==> config.mk <==
export PLATFORM = sky130hd
export DESIGN_NAME = spi_se_cmd_flat
export DESIGN_NICKNAME = d
export VERILOG_FILES = /design/src/rtl/spi_se_cmd_if.sv /design/src/rtl/spi_se_cmd.sv /design/src/flat_wrapper.sv
export SDC_FILE = /design/constraint.sdc
export NUM_CORES = 1
export LEC_CHECK = 0
export CAP_MARGIN = 25
export CORE_UTILIZATION = 25
export DETAILED_ROUTE_END_ITERATION = 6
export GPL_ROUTABILITY_DRIVEN = 0
export PLACE_DENSITY_LB_ADDON = 0.2
export SKIP_LAST_GASP = 1
export SLEW_MARGIN = 0
export SYNTH_ARGS = -nofsm -noshare
export SYNTH_HDL_FRONTEND = slang
export SYNTH_SLANG_ARGS = --single-unit
==> constraint.sdc <==
create_clock -name sclk -period 2.2 [get_ports sclk]
set_clock_uncertainty 0.05 [all_clocks]
set_input_delay 0.33 -clock sclk [delete_from_list [all_inputs] [get_ports sclk]]
set_output_delay 0.33 -clock sclk [all_outputs]
set_load 0.01 [all_outputs]
==> src/rtl/spi_se_cmd_if.sv <==
// Command/status and SPI pin bundle for the sector-erase sequencer.
// The slave side is the sequencer and the master side is whoever drives it.
interface spi_se_cmd_if;
  logic        se_start;
  logic        addr_clr;
  logic        se_end;
  logic        busy;
  logic [23:0] sector_addr;
  logic        cs_n;
  logic        sck;
  logic        mosi;

  modport slave (
    input  se_start, addr_clr,
    output se_end, busy, sector_addr, cs_n, sck, mosi
  );

  modport master (
    output se_start, addr_clr,
    input  se_end, busy, sector_addr, cs_n, sck, mosi
  );
endinterface

==> src/rtl/spi_se_cmd.sv <==
// Issues WREN (06h), then after a cs_n-high gap SE (D8h + 24-bit address), to a SPI flash.
// The address auto-advances by STEP after each completed erase.
module spi_se_cmd #(
  parameter int unsigned DIV       = 4,
  parameter int unsigned GAP       = 8,
  parameter logic [23:0] BASE_ADDR = 24'h000000,
  parameter logic [23:0] STEP      = 24'h010000
) (
  input logic         sclk,
  input logic         rst_n,
  spi_se_cmd_if.slave bus
);

  typedef enum logic [2:0] {StIdle, StWren, StGap, StSe, StDone} state_e;

  localparam logic [15:0] PhLast  = 16'(DIV - 1);
  localparam logic [15:0] PhHigh  = 16'(DIV / 2);
  localparam logic [15:0] GapLast = 16'(GAP - 1);

  state_e      state_q;
  logic [15:0] ph_q;
  logic [15:0] gap_q;
  logic [4:0]  bit_q;
  logic [31:0] sh_q;
  logic        cs_n_q;
  logic        sck_q;
  logic        se_end_q;
  logic        busy_q;
  logic [23:0] addr_q;

  logic [15:0] ph_inc;
  logic        frame_last;

  assign ph_inc     = ph_q + 16'd1;
  assign frame_last = (state_q == StWren) ? (bit_q == 5'd7) : (bit_q == 5'd31);

  always_ff @(posedge sclk or negedge rst_n) begin
    if (!rst_n) begin
      state_q  <= StIdle;
      ph_q     <= '0;
      gap_q    <= '0;
      bit_q    <= '0;
      sh_q     <= '0;
      cs_n_q   <= 1'b1;
      sck_q    <= 1'b0;
      se_end_q <= 1'b0;
      busy_q   <= 1'b0;
      addr_q   <= BASE_ADDR;
    end else begin
      se_end_q <= 1'b0;
      unique case (state_q)
        StIdle: begin
          if (bus.se_start) begin
            state_q <= StWren;
            busy_q  <= 1'b1;
            cs_n_q  <= 1'b0;
            sck_q   <= 1'b0;
            ph_q    <= '0;
            bit_q   <= '0;
            sh_q    <= {8'h06, 24'h000000};
          end
        end
        StWren, StSe: begin
          if (ph_q == PhLast) begin
            ph_q  <= '0;
            sck_q <= 1'b0;
            if (frame_last) begin
              // Clearing the shifter parks mosi low while cs_n is high.
              cs_n_q <= 1'b1;
              sh_q   <= '0;
              gap_q  <= '0;
              if (state_q == StWren) begin
                state_q <= StGap;
              end else begin
                state_q  <= StDone;
                se_end_q <= 1'b1;
              end
            end else begin
              bit_q <= bit_q + 5'd1;
              sh_q  <= {sh_q[30:0], 1'b0};
            end
          end else begin
            ph_q  <= ph_inc;
            sck_q <= (ph_inc >= PhHigh);
          end
        end
        StGap: begin
          if (gap_q == GapLast) begin
            state_q <= StSe;
            cs_n_q  <= 1'b0;
            ph_q    <= '0;
            bit_q   <= '0;
            sh_q    <= {8'hD8, addr_q};
          end else begin
            gap_q <= gap_q + 16'd1;
          end
        end
        StDone: begin
          state_q <= StIdle;
          busy_q  <= 1'b0;
          addr_q  <= addr_q + STEP;
        end
        default: state_q <= StIdle;
      endcase
      // Placed last so a clear overrides the post-erase increment.
      if (bus.addr_clr) addr_q <= BASE_ADDR;
    end
  end

  assign bus.cs_n        = cs_n_q;
  assign bus.sck         = sck_q;
  assign bus.mosi        = sh_q[31];
  assign bus.se_end      = se_end_q;
  assign bus.busy        = busy_q;
  assign bus.sector_addr = addr_q;

endmodule

==> src/flat_wrapper.sv <==
// flat-port wrapper written by rule: the top's interface ports become plain ports
module spi_se_cmd_flat 
#(
  parameter int unsigned DIV       = 4,
  parameter int unsigned GAP       = 8,
  parameter logic [23:0] BASE_ADDR = 24'h000000,
  parameter logic [23:0] STEP      = 24'h010000
)
  (sclk, rst_n, bus_se_start, bus_addr_clr, bus_se_end, bus_busy, bus_sector_addr, bus_cs_n, bus_sck, bus_mosi);
  spi_se_cmd_if bus_i ();
  input logic sclk;
  input logic rst_n;
  input wire logic [$bits(bus_i.se_start)-1:0] bus_se_start;
  input wire logic [$bits(bus_i.addr_clr)-1:0] bus_addr_clr;
  output wire logic [$bits(bus_i.se_end)-1:0] bus_se_end;
  output wire logic [$bits(bus_i.busy)-1:0] bus_busy;
  output wire logic [$bits(bus_i.sector_addr)-1:0] bus_sector_addr;
  output wire logic [$bits(bus_i.cs_n)-1:0] bus_cs_n;
  output wire logic [$bits(bus_i.sck)-1:0] bus_sck;
  output wire logic [$bits(bus_i.mosi)-1:0] bus_mosi;
  assign bus_i.se_start = bus_se_start;
  assign bus_i.addr_clr = bus_addr_clr;
  assign bus_se_end = bus_i.se_end;
  assign bus_busy = bus_i.busy;
  assign bus_sector_addr = bus_i.sector_addr;
  assign bus_cs_n = bus_i.cs_n;
  assign bus_sck = bus_i.sck;
  assign bus_mosi = bus_i.mosi;
  spi_se_cmd #(.DIV(DIV), .GAP(GAP), .BASE_ADDR(BASE_ADDR), .STEP(STEP)) u_core (.sclk(sclk), .rst_n(rst_n), .bus(bus_i));
endmodule
==> qor.txt <==
Port buffer count: 16
Top post-synthesis cells by area: dfrtp_1, mux2i_1, nand2_1, nor2_1, buf_4
Leakage: 2.57 nW
Slew Limit Fails: 0
RSZ-0062 raised after global routing: yes
CTS Sinks: 84
# setup viols final: 0
Hold_sp: u_core.sh_q[25]
Critical path type: register to register
Pwr Total: 3.23 mW
Min cycle time layout: 2170 ps
Max rail drop VDD: 0.000366 V
Tightest Pin Transition: 657 ps
Sw frac: 0.237
Comb pwr share: 0.018
Gate Count Post-Synth: 500
Sequential fraction of the synthesis area: 0.442
Post-route clock period utilization: 0.985
TNS Setup: 0 ps
HP Class: register to register
Drt drc: 0
Inserted Diodes: 0
Critical Path RT: 2380 ps
Buffer depth of the longest clock path: 2
Final net count: 578
Total GRT Usage: 0.130
Critical path, cell by cell: nor4_4 > nand4_4 > o211a_1 > nor3b_4 > buf_12 > mux2_2
Power per cell area: 534 nW/um^2
HPWL Detailed: 8.37 mm
Vias in the first global route: 4000
Core ar.: 18700 um^2
Die ar.: 19600 um^2
CP peak stage delay: 420 ps
Reg2reg start: u_core.gap_q[11]
Fmax: 0.462 GHz
FF+latch count, synth: 84
Internal power: 2.47 mW
FFs w/ async S/R, synth: 1.00
Critical path peak fanout: 15
Die W: 140 um
Clk slew on worst S/H paths: 70 ps
Number of synthesized flops with an enable pin: 0
Top-count cell post-synth: dfrtp_1
Share of total power in the clock network: 0.505
Endpoints failing hold: 0
WP buf/inv: 1
Cell taking the most area after synthesis: dfrtp_1
Drt first-iter violations: 165
R2R Setup Slk: 30 ps
WL per Instance: 14.4 um
Crit path DAT: 2350 ps
Gr ovfl total: 0
YS warnings: 0
Worst Setup SP: u_core.gap_q[11]
Flop pwr share: 0.477
Placed cells: 787
Max cap viols: 0
Status: finished, final reports clean
Area growth syn-to-layout: 27.0%
CTS root buf: clkbuf_16
Drt via density: 4.84
Synth top area share: 0.436
Synth Flop Type: dfrtp_1
Clock latency on the worst-skew pair: 350 ps
CP startpoint kind: register
Routed Antenna Nets: 0
Top Ports: 33
Vias: 3914
Syn avg cell area: 9.53 um^2
Relative slew slack: 0.562
TritonRoute pass-1 iters: 4
Commonest cells post-synth: dfrtp_1, nand2_1, nor2_1
Total CTS buffers: 9
Delay-heaviest family, CP: simple AND/OR/NAND/NOR gates
Pin count of the biggest net entering global routing: 49
H-tree depth: 3
Final std cells w/o fill: 808
First-pass GRT wire length: 20.5 mm
CP Capture Type: register
Std-Cell Rows: 50
Layout cells sized above 1: 0.202
Slowest cell on crit path: dfrtp_1
Mapped Area: 4760 um^2
Initial core utilization: 0.255
Switching power: 0.765 mW
Unique masters post-synth: 66
Total routed wirelength: 11.6 mm
Die height: 140 um
Antenna violations before repair: 0
CTS tree: done
[area by class of cell]
class	count	area [um^2]
Fill cell	1904	12700
Multi-Input combinational cell	354	2440
Sequential cell	84	2100
Timing Repair Buffer	91	785
Tap cell	234	293
Clock buffer	9	225
Inverter	29	109
Clock inverter	7	95.1
[repair_timing]
action,in CTS,in global routing
gates resized for setup,4,14
hold endpoints to repair,45,0
gates cloned,0,1
pin swaps,0,4
hold buffers,1,0
setup buffers,0,3
endpoints found under the setup margin,26,55
[metrics by stage]
stage               utilization  setup slack (ps)  cell area, um^2  hold WS (ps)
global route              0.323             -78.8             6050           462
global placement          0.299             -73.4             5590           354
floorplan                     -              12.6             4840         -15.6
finish                    0.323              33.2             6050           438
detailed placement        0.299             -36.9             5590           364
CTS                       0.318              8.13             5950           441
[cells in the final DEF (no fill, tap or decap), drive strengths merged, types with 5 or more instances in the layout]
cell and instances:
mux2 9, nor4 11, a21oi 10, nor2 36, and3 10, conb 16, dfrtp 83, buf 74
nand3 25, o21ai 17, a31oi 7, inv 32, nor2b 5, nand2 43, xor2 13, o211ai 6
o41ai 5, ha 5, nor3 11, nand4 14, o311ai 6, o31ai 15, and4 5, clkbuf 9
mux2i 24, clkdlybuf4s50 15, nand2b 6
[metal layers]
| metal | GRT usage | up-vias | wire, um |
|---|---|---|---|
| met3 | 0.0239 | 14 | 232 |
| li1 | - | 1914 | - |
| met1 | 0.174 | 1952 | 5770 |
| met4 | 0.0416 | 0 | 155 |
| met2 | 0.211 | 34 | 5480 |
| met5 | 0 | - | 0 |
[power by group through the flow]
stage                     Sequential [mW]  Combinational (mW)  Clock [mW]
after floorplan                      1.57              0.0348           0
after global placement               1.57              0.0585           0
after detailed placement             1.57              0.0592           0
after CTS                            1.54              0.0607        1.68
after global routing                 1.54              0.0672        1.75
final                                1.54              0.0573        1.63
[cell families (layout without fill, tap and decap cells)]
logic type      after synthesis  count (layout)  synth area share
xor+xnor                     16              16            0.0294
fa+ha+maj                     5               5            0.0131
mux                          33              33            0.0717
other cells                   1              16          0.000787
compound gates               93              93             0.137
simple gates                191             191             0.225
flops                        84              84             0.442
buf+inv                      77             136            0.0812
[worst reg2reg max path, cell delays in order (launching register included)]
cell,delay (ps)
dfrtp_1,420
nor4_4,340
nand4_4,150
o211a_1,310
nor3b_4,250
buf_12,200
mux2_2,340
[final timing paths]
kind,endpoint,depth (start not counted)
max reg2reg,u_core.sh_q[21],6
min reg2reg,u_core.sh_q[25],1
min in group asynchronous,u_core.bit_q[4],2
min,u_core.sh_q[25],1
max,u_core.sh_q[21],6
max in group asynchronous,u_core.ph_q[15],3
[sequential cells by signal (all words and copies together), names as in the netlist]
name                    flops
u_core.sh_q                32
u_core.gap_q               16
u_core.ph_q                16
u_core.bus.sector_addr      8
u_core.bit_q                5
u_core.state_q              3
u_core.bus.busy             1
u_core.bus.cs_n             1
u_core.bus.sck              1
u_core.bus.se_end           1
(Power assumes the default switching activity.)
